### src/rtl/bus_dma.sv
// bus_dma: byte-wide block-copy engine sharing the memory bus via request/grant.
// Optional fill mode (constant byte stored to a range) enabled by macro BUS_DMA_FILL_EN.
module bus_dma #(
  parameter int LEN_WIDTH = 16
) (
  input  logic                 clk,
  input  logic                 reset,
  input  logic                 start,
  input  logic [23:0]          src_address,
  input  logic [23:0]          dst_address,
  input  logic [LEN_WIDTH-1:0] length,
  input  logic                 fill,
  input  logic [7:0]           fill_value,
  output logic                 busy,
  output logic                 done,
  output logic                 bus_request,
  input  logic                 bus_grant,
  output logic [23:0]          address,
  output logic [7:0]           data_out,
  input  logic [7:0]           data_in,
  output logic                 bus_enable,
  output logic                 write_enable,
  input  logic                 bus_halt
);

  typedef enum logic [2:0] {
    IDLE,
    GRANT_WAIT,
    READ_ADDR,
    READ_DATA,
    WRITE,
    DONE
  } state_t;

  state_t               state_q;
  logic [23:0]          src_q;
  logic [23:0]          dst_q;
  logic [LEN_WIDTH-1:0] rem_q;
  logic [7:0]           byte_q;
  logic                 busy_q;
  logic                 done_q;
  logic                 req_q;

  logic [23:0]          src_d;
  logic [23:0]          dst_d;
  logic [LEN_WIDTH-1:0] rem_d;
  logic                 fill_mode;
  logic [7:0]           wdata;

  assign src_d = src_q + 24'd1;
  assign dst_d = dst_q + 24'd1;
  assign rem_d = rem_q - {{(LEN_WIDTH-1){1'b0}}, 1'b1};

`ifdef BUS_DMA_FILL_EN
  logic       fill_q;
  logic [7:0] fval_q;

  assign fill_mode = fill_q;
  assign wdata     = fill_q ? fval_q : byte_q;
`else
  logic unused_fill;

  assign unused_fill = ^{fill, fill_value};
  assign fill_mode   = 1'b0;
  assign wdata       = byte_q;
`endif

  assign busy        = busy_q;
  assign done        = done_q;
  assign bus_request = req_q;

  // Transfer sequencer: state, address/length counters and status flags
  always_ff @(posedge clk or posedge reset) begin
    if (reset) begin
      state_q <= IDLE;
      src_q   <= '0;
      dst_q   <= '0;
      rem_q   <= '0;
      byte_q  <= '0;
      busy_q  <= 1'b0;
      done_q  <= 1'b0;
      req_q   <= 1'b0;
`ifdef BUS_DMA_FILL_EN
      fill_q  <= 1'b0;
      fval_q  <= '0;
`endif
    end else begin
      done_q <= 1'b0;
      unique case (state_q)
        IDLE: begin
          if (start) begin
            src_q  <= src_address;
            dst_q  <= dst_address;
            rem_q  <= length;
            busy_q <= 1'b1;
`ifdef BUS_DMA_FILL_EN
            fill_q <= fill;
            fval_q <= fill_value;
`endif
            if (length == '0) begin
              state_q <= DONE;
              done_q  <= 1'b1;
            end else begin
              state_q <= GRANT_WAIT;
              req_q   <= 1'b1;
            end
          end
        end
        GRANT_WAIT: begin
          if (bus_grant) begin
            state_q <= fill_mode ? WRITE : READ_ADDR;
          end
        end
        READ_ADDR: begin
          state_q <= READ_DATA;
        end
        READ_DATA: begin
          if (!bus_halt) begin
            byte_q  <= data_in;
            state_q <= WRITE;
          end
        end
        WRITE: begin
          if (!bus_halt) begin
            src_q <= src_d;
            dst_q <= dst_d;
            rem_q <= rem_d;
            if (rem_d == '0) begin
              state_q <= DONE;
              done_q  <= 1'b1;
              req_q   <= 1'b0;
            end else begin
              state_q <= fill_mode ? WRITE : READ_ADDR;
            end
          end
        end
        DONE: begin
          state_q <= IDLE;
          busy_q  <= 1'b0;
        end
        default: begin
          state_q <= IDLE;
          busy_q  <= 1'b0;
          req_q   <= 1'b0;
        end
      endcase
    end
  end

  // Bus strobes follow the state; everything is zero outside bus states
  always_comb begin
    address      = '0;
    data_out     = '0;
    bus_enable   = 1'b0;
    write_enable = 1'b0;
    unique case (state_q)
      READ_ADDR, READ_DATA: begin
        address    = src_q;
        bus_enable = 1'b1;
      end
      WRITE: begin
        address      = dst_q;
        data_out     = wdata;
        bus_enable   = 1'b1;
        write_enable = 1'b1;
      end
      default: begin
      end
    endcase
  end

endmodule

### config.mk
export PLATFORM = sky130hd
export DESIGN_NAME = bus_dma
export DESIGN_NICKNAME = d
export VERILOG_FILES = /design/src/rtl/bus_dma.sv
export SDC_FILE = /design/constraint.sdc
export NUM_CORES = 1
export LEC_CHECK = 0
export BUFFER_PORTS_ARGS = -buffer_cell sky130_fd_sc_hd__buf_2
export CORE_UTILIZATION = 43
export DETAILED_ROUTE_END_ITERATION = 8
export GPL_ROUTABILITY_DRIVEN = 1
export HOLD_SLACK_MARGIN = 0.1
export PLACE_DENSITY = 0.73
export SYNTH_ARGS = -nofsm -noshare
export SYNTH_HDL_FRONTEND = slang
export SYNTH_SLANG_ARGS = --single-unit
### constraint.sdc
create_clock -name clk -period 3.1 [get_ports clk]
set_clock_uncertainty 0.15 [all_clocks]
set_input_delay 0 -clock clk [delete_from_list [all_inputs] [get_ports clk]]
set_output_delay 0 -clock clk [all_outputs]
set_load 0.01 [all_outputs]
==> results of run 1 <==
[final timing paths]
kind                        endpoint  cells past startpoint
max                        byte_q[1]                      4
min                        dst_q[18]                      4
max reg2reg                byte_q[1]                      4
min reg2reg                src_q[23]                      1
max in group asynchronous  src_q[23]                      4
min in group asynchronous  dst_q[18]                      3
[area by class of cell]
class                           instances  area [µm²]  share of cell area (%)
Timing Repair Buffer                  212        1560                    22.5
Multi-Input combinational cell        514        2910                    41.9
Tap cell                              143         179                    2.57
Sequential cell                        78        1950                    28.1
Inverter                                8        30.0                   0.432
Clock inverter                          3        67.6                   0.972
Clock buffer                           13         250                    3.60
[routing by layer]
layer / vias up / global-route usage (%) / share of wire [%] / routed length (µm)
met5: - / 0 / 0 / 0
li1: 2751 / - / - / -
met2: 260 / 45.4 / 50 / 8040
met1: 2830 / 34.2 / 41 / 6660
met3: 33 / 5.41 / 7.0 / 1130
met4: 0 / 11.5 / 2.3 / 369
[power groups by stage]
stage	Sequential (W)	Combinational [W]	Clock [W]
finish	0.00218	0.00257	0.00116
global route	0.00227	0.00286	0.00122
CTS	0.00215	0.00254	0.00118
detailed placement	0.00216	0.00236	0
global placement	0.00212	0.00228	0
floorplan	0.00190	0.00185	0
[kinds of logic after synthesis]
logic type,Yosys count,share of synthesized area [%]
AO/OA/AOI/OAI,231,27.6
multiplexers,9,1.96
flip-flops,78,38.2
adder cells (fa/ha/maj),4,0.981
XOR/XNOR,4,0.687
buffers and inverters,59,5.00
AND/OR/NAND/NOR,266,25.6
[cells in the final DEF (no fill, tap or decap), drive strengths merged, types with 8 or more instances in the layout]
cell type,synthesis,final
buf,14,126
dlygate4sd3,0,86
a21oi,81,81
nand2,81,81
dfrtp,78,78
nor2,62,62
o21ai,60,60
nand3,26,26
nor3,23,23
a22o,19,19
o22ai,18,18
and3,17,17
nand4,13,13
clkbuf,36,13
a31oi,12,12
and4,8,8
mux2,8,8
inv,8,8
[flip-flops by register name, indices dropped and copies added (netlist names)]
| name | cells |
|---|---|
| byte_q | 8 |
| src_q | 24 |
| done | 1 |
| busy | 1 |
| dst_q | 24 |
| bus_request | 1 |
| state_q | 3 |
| rem_q | 16 |
[worst max-delay path, delay by kind of cell, from the launching register on]
kind                   cells  cell delay, ps
muxes                      1             400
DFF                        1             610
buffers and inverters      1             570
and+or+nand+nor            2             800
[stage by stage]
| step | power (W) | std cells |
|---|---|---|
| global route | 0.00634 | 971 |
| finish | 0.00592 | 971 |
| CTS | 0.00587 | 971 |
| detailed placement | 0.00452 | 869 |
| global placement | 0.00440 | 869 |
| floorplan | 0.00375 | 651 |
==> results.sh, run 1 <==
export IMPL_ys_ff_latch=78
export IMPL_clock_latency_ps=350
export IMPL_critical_path_class="reg -> reg"
export IMPL_cp_slowest_cell="dfrtp_1"
export IMPL_utilization_pct=60.4
export IMPL_syn_to_final_growth_pct=36.3
export IMPL_seq_power_share_pct=36.9
export IMPL_switchingPower_w=0.00251
export IMPL_r2r_start="state_q[2]"
export IMPL_cpPeakStageDelay_ps=610
export IMPL_syn_nets=741
export IMPL_hp_start="dst_address[18]"
export IMPL_wl_per_cell_um=16.7
export IMPL_yosysUniqueCellTypes=58
export IMPL_first_pass_iters=7
export IMPL_via_per_inst=6.05
export IMPL_cts_buffers_inserted=9
export IMPL_die_h_um=111
export IMPL_place_hpwl_um=10300
export IMPL_ios=123
export IMPL_cts_buffer_depth=2
export IMPL_cts_hold_buf=86
export IMPL_worstPathArrival_ps=2720
export IMPL_timing_critical_path_fanout_max=21
export IMPL_grt_pass1_wl_um=26900
export IMPL_cts_tree="done"
export IMPL_die_area_um2=12300
export IMPL_start_util_pct=44.3
export IMPL_io_buffers=113
export IMPL_fill_cells=989
export IMPL_syn_inst=651
export IMPL_synth_top_area_share_pct=38.2
export IMPL_drt_iter0_markers=483
export IMPL_row_count=39
export IMPL_hold_slack_ps=263
export IMPL_synthTopCellsByCount="81 x a21oi_1, 81 x nand2_1, 78 x dfrtp_1"
export IMPL_drc=8
export IMPL_setup_tns_ps=0
export IMPL_drive_above_1_share_pct=20.2
export IMPL_synthArstFlopShare_pct=100
export IMPL_comb_power_share_pct=43.4
export IMPL_synth_ff_type="dfrtp_1"
export IMPL_stdcell_area_um2=6950
export IMPL_critPathRequiredTime_ps=3180
export IMPL_wl_um=16200
export IMPL_yosysSeqAreaShare_pct=38.2
export IMPL_irDropWorstVdd_uv=425
export IMPL_p_leak_nw=3.05
export IMPL_synth_area_um2=5100
export IMPL_maxCapViolCount=0
export IMPL_cts_sinks=78
export IMPL_final_nets=913
export IMPL_timing_final_ws_setup_ps=453
export IMPL_grt_max_degree=77
export IMPL_reg2reg_setup_slack_ps=450
export IMPL_min_period_ps=2650
export IMPL_slew_viol_final=0
export IMPL_grt_pass1_vias=5588
export IMPL_period_share_pct=85.4
export IMPL_crit_chain="nand2b_1, nor3_2, mux2_2, dlygate4sd3_1"
export IMPL_worst_slew_pin_slew_ps=963
export IMPL_synth_avg_cell_area_um2=7.84
export IMPL_status="finished with violations"
export IMPL_antenna_found_initial=0
export IMPL_ant_nets=0
export IMPL_min_path_type="in -> reg"
export IMPL_gp_congestion=0.947
export IMPL_htreeDepth=3
export IMPL_grt_setup_unrepaired="false"
export IMPL_switching_share_pct=42.4
export IMPL_startpoint_type="register"
export IMPL_cts_resized=0
export IMPL_setup_viol_count_final=0
export IMPL_grt_usage_pct=27.2
export IMPL_cts_clk_slew_worst_paths_ps=60
export IMPL_yosysTopAreaCell="dfrtp_1"
export IMPL_die_w_um=111
export IMPL_synth_area_top_cells="dfrtp_1 38%, a21oi_1 7.9%, nand2_1 6.0%"
export IMPL_crit_start="state_q[2]"
export IMPL_place_area_um2=5780
export IMPL_globalRouteOverflowTotal=0
export IMPL_power_density_nw_per_um2=851
export IMPL_fmax_ghz=0.378
export IMPL_violations="design-rule violations"
export IMPL_via_count=5874
export IMPL_yosys_warnings=0
export IMPL_internal_power_w=0.00341
export IMPL_clkPwrFrac_pct=19.7
export IMPL_hold_violations=0
export IMPL_pre_cts_slack_ps=586
export IMPL_coreArea_um2=11500
export IMPL_slew_headroom_pct=35.7
export IMPL_cts_root_buf="clkbuf_16"
export IMPL_antenna_cells=0
export IMPL_end_kind="register"
export IMPL_synth_edf_count=0
export IMPL_post_cts_buffers=0
Power figures use the tool's default switching activity.
==> inputs of run 2 (changes only) <==
Settings changed: CORE_UTILIZATION 43 to 55, PLACE_DENSITY 0.73 to 0.89.
==> run 2 against run 1 <==
The run still ends with design-rule violations left. Routed wire length is 2.0% higher. Total power is 5.4% lower. Maximum frequency is 1.4% higher. Worst hold slack worse by 12 ps. Sequential share of layout area is 0.75 points higher. Sequential cell count stayed put.
==> results.sh, run 2 (same netlist as run 1, synthesis figures left out) <==
export IMPL_status="finished with violations"
export IMPL_violations="design-rule violations"
export IMPL_irDropWorstVdd_uv=459
export IMPL_worstPathArrival_ps=2750
export IMPL_maxCapViolCount=0
export IMPL_slew_viol_final=0
export IMPL_end_kind="register"
export IMPL_totalPowerFinal_w=0.00560
export IMPL_cts_sinks=78
export IMPL_grt_setup_unrepaired="false"
export IMPL_via_count=6016
export IMPL_drt_iter0_markers=660
export IMPL_utilization_pct=76.6
export IMPL_r2r_start="state_q[1]"
export IMPL_ant_nets=0
export IMPL_reg2regPathDepth=8
export IMPL_gp_congestion=0.953
export IMPL_setup_tns_ps=0
export IMPL_htreeDepth=3
export IMPL_die_w_um=98.3
export IMPL_globalRouteOverflowTotal=0
export IMPL_critPathRequiredTime_ps=3240
export IMPL_grt_usage_pct=35.2
export IMPL_grt_pass1_wl_um=27100
export IMPL_critical_path_class="reg -> reg"
export IMPL_start_util_pct=57.7
export IMPL_timing_final_ws_setup_ps=488
export IMPL_power_density_nw_per_um2=826
export IMPL_hold_path_endpoint="dst_q[0]"
export IMPL_final_common_cell="buf_2"
export IMPL_hold_violations=0
export IMPL_timing_critical_path_fanout_max=39
export IMPL_syn_to_final_growth_pct=32.7
export IMPL_cts_buffers_inserted=9
export IMPL_cts_root_buf="clkbuf_8"
export IMPL_grt_max_degree=79
export IMPL_r2r_end="state_q[2]"
export IMPL_ios=123
export IMPL_die_h_um=98.3
export IMPL_startpoint_type="register"
export IMPL_wl_um=16500
export IMPL_wl_per_cell_um=17.7
export IMPL_setup_viol_count_final=0
export IMPL_period_share_pct=84.3
export IMPL_fmax_ghz=0.383
export IMPL_clock_latency_ps=360
export IMPL_place_hpwl_um=9830
export IMPL_cts_clk_slew_worst_paths_ps=90
export IMPL_reg2reg_setup_slack_ps=490
export IMPL_cts_buffer_depth=2
export IMPL_drc=7
export IMPL_cts_resized=0
export IMPL_antenna_cells=0
export IMPL_place_area_um2=5710
export IMPL_cts_tree="done"
export IMPL_antenna_found_initial=0
export IMPL_min_path_type="in -> reg"
export IMPL_biggestRegsByFlops="dst_q: 24 flops, src_q: 24 flops, rem_q: 16 flops"
export IMPL_min_period_ps=2610
export IMPL_p_leak_nw=2.98
export IMPL_worst_slew_pin_slew_ps=1010
export IMPL_post_cts_buffers=0
export IMPL_coreArea_um2=8850
export IMPL_via_per_inst=6.45
export IMPL_fill_cells=626
export IMPL_io_buffers=113
export IMPL_grt_pass1_vias=5608
export IMPL_row_count=34
export IMPL_drive_above_1_share_pct=20.1
export IMPL_die_area_um2=9670
export IMPL_hp_start="dst_address[0]"
export IMPL_pre_cts_slack_ps=582
export IMPL_first_pass_iters=7
export IMPL_slew_headroom_pct=32.8
export IMPL_whs_path_depth=4
export IMPL_stdcell_area_um2=6770
export IMPL_final_nets=910
export IMPL_final_cell_mix="113 x buf_2, 86 x dlygate4sd3_1, 81 x a21oi_1, 80 x nand2_1, 78 x dfrtp_1"
run 2: per-stage QoR:
stage	instances	hold slack (ps)
3_5_place_dp	831	65.7
5_1_grt	933	259
4_1_cts	933	233
6_report	933	250
3_3_place_gp	831	69.0
2_1_floorplan	651	-36.3
run 2: worst max-delay path by stage:
stage | from | endpoint | depth (start not counted)
2_1_floorplan | rem_q[0] | bus_request | 7
5_1_grt | state_q[1] | state_q[2] | 8
4_1_cts | state_q[1] | state_q[2] | 8
3_5_place_dp | rem_q[0] | state_q[1] | 8
6_report | state_q[1] | state_q[2] | 8
3_3_place_gp | rem_q[0] | state_q[1] | 8
run 2: cell type report:
cell class                      count  area [µm²]  share of cell area, %
Clock inverter                      6        68.8                   1.02
Sequential cell                    78        1950                   28.8
Clock buffer                       10         138                   2.03
Inverter                            8        30.0                  0.443
Timing Repair Buffer              209        1540                   22.7
Multi-Input combinational cell    514        2910                   43.0
Tap cell                          108         135                   1.99
run 2: repair_timing:
action,CTS,global route
hold buffers,86,0
setup endpoints to repair,0,0
hold endpoints to repair,156,0
run 2: where the power goes:
group | internal, W | leakage (nW) | switching (W)
registers | 0.00151 | 0.909 | 0.000664
clock network | 0.000400 | 0.103 | 0.000412
logic | 0.00116 | 1.97 | 0.00145
run 2: critical path: stages (launching register included):
cell and delay (ps):
dfrtp_1 490, nor2_1 230, nand2_2 280, inv_2 170, buf_4 360, o21a_1 190
a31oi_1 40, dlygate4sd3_1 560, nand2_1 60
run 2: per-layer routing:
metal	up-vias	wire length, µm	track usage (%)
met1	2826	6390	44.5
met3	74	1420	5.65
met2	365	7980	58.6
li1	2751	-	-
met5	-	0	0
met4	0	737	17.6
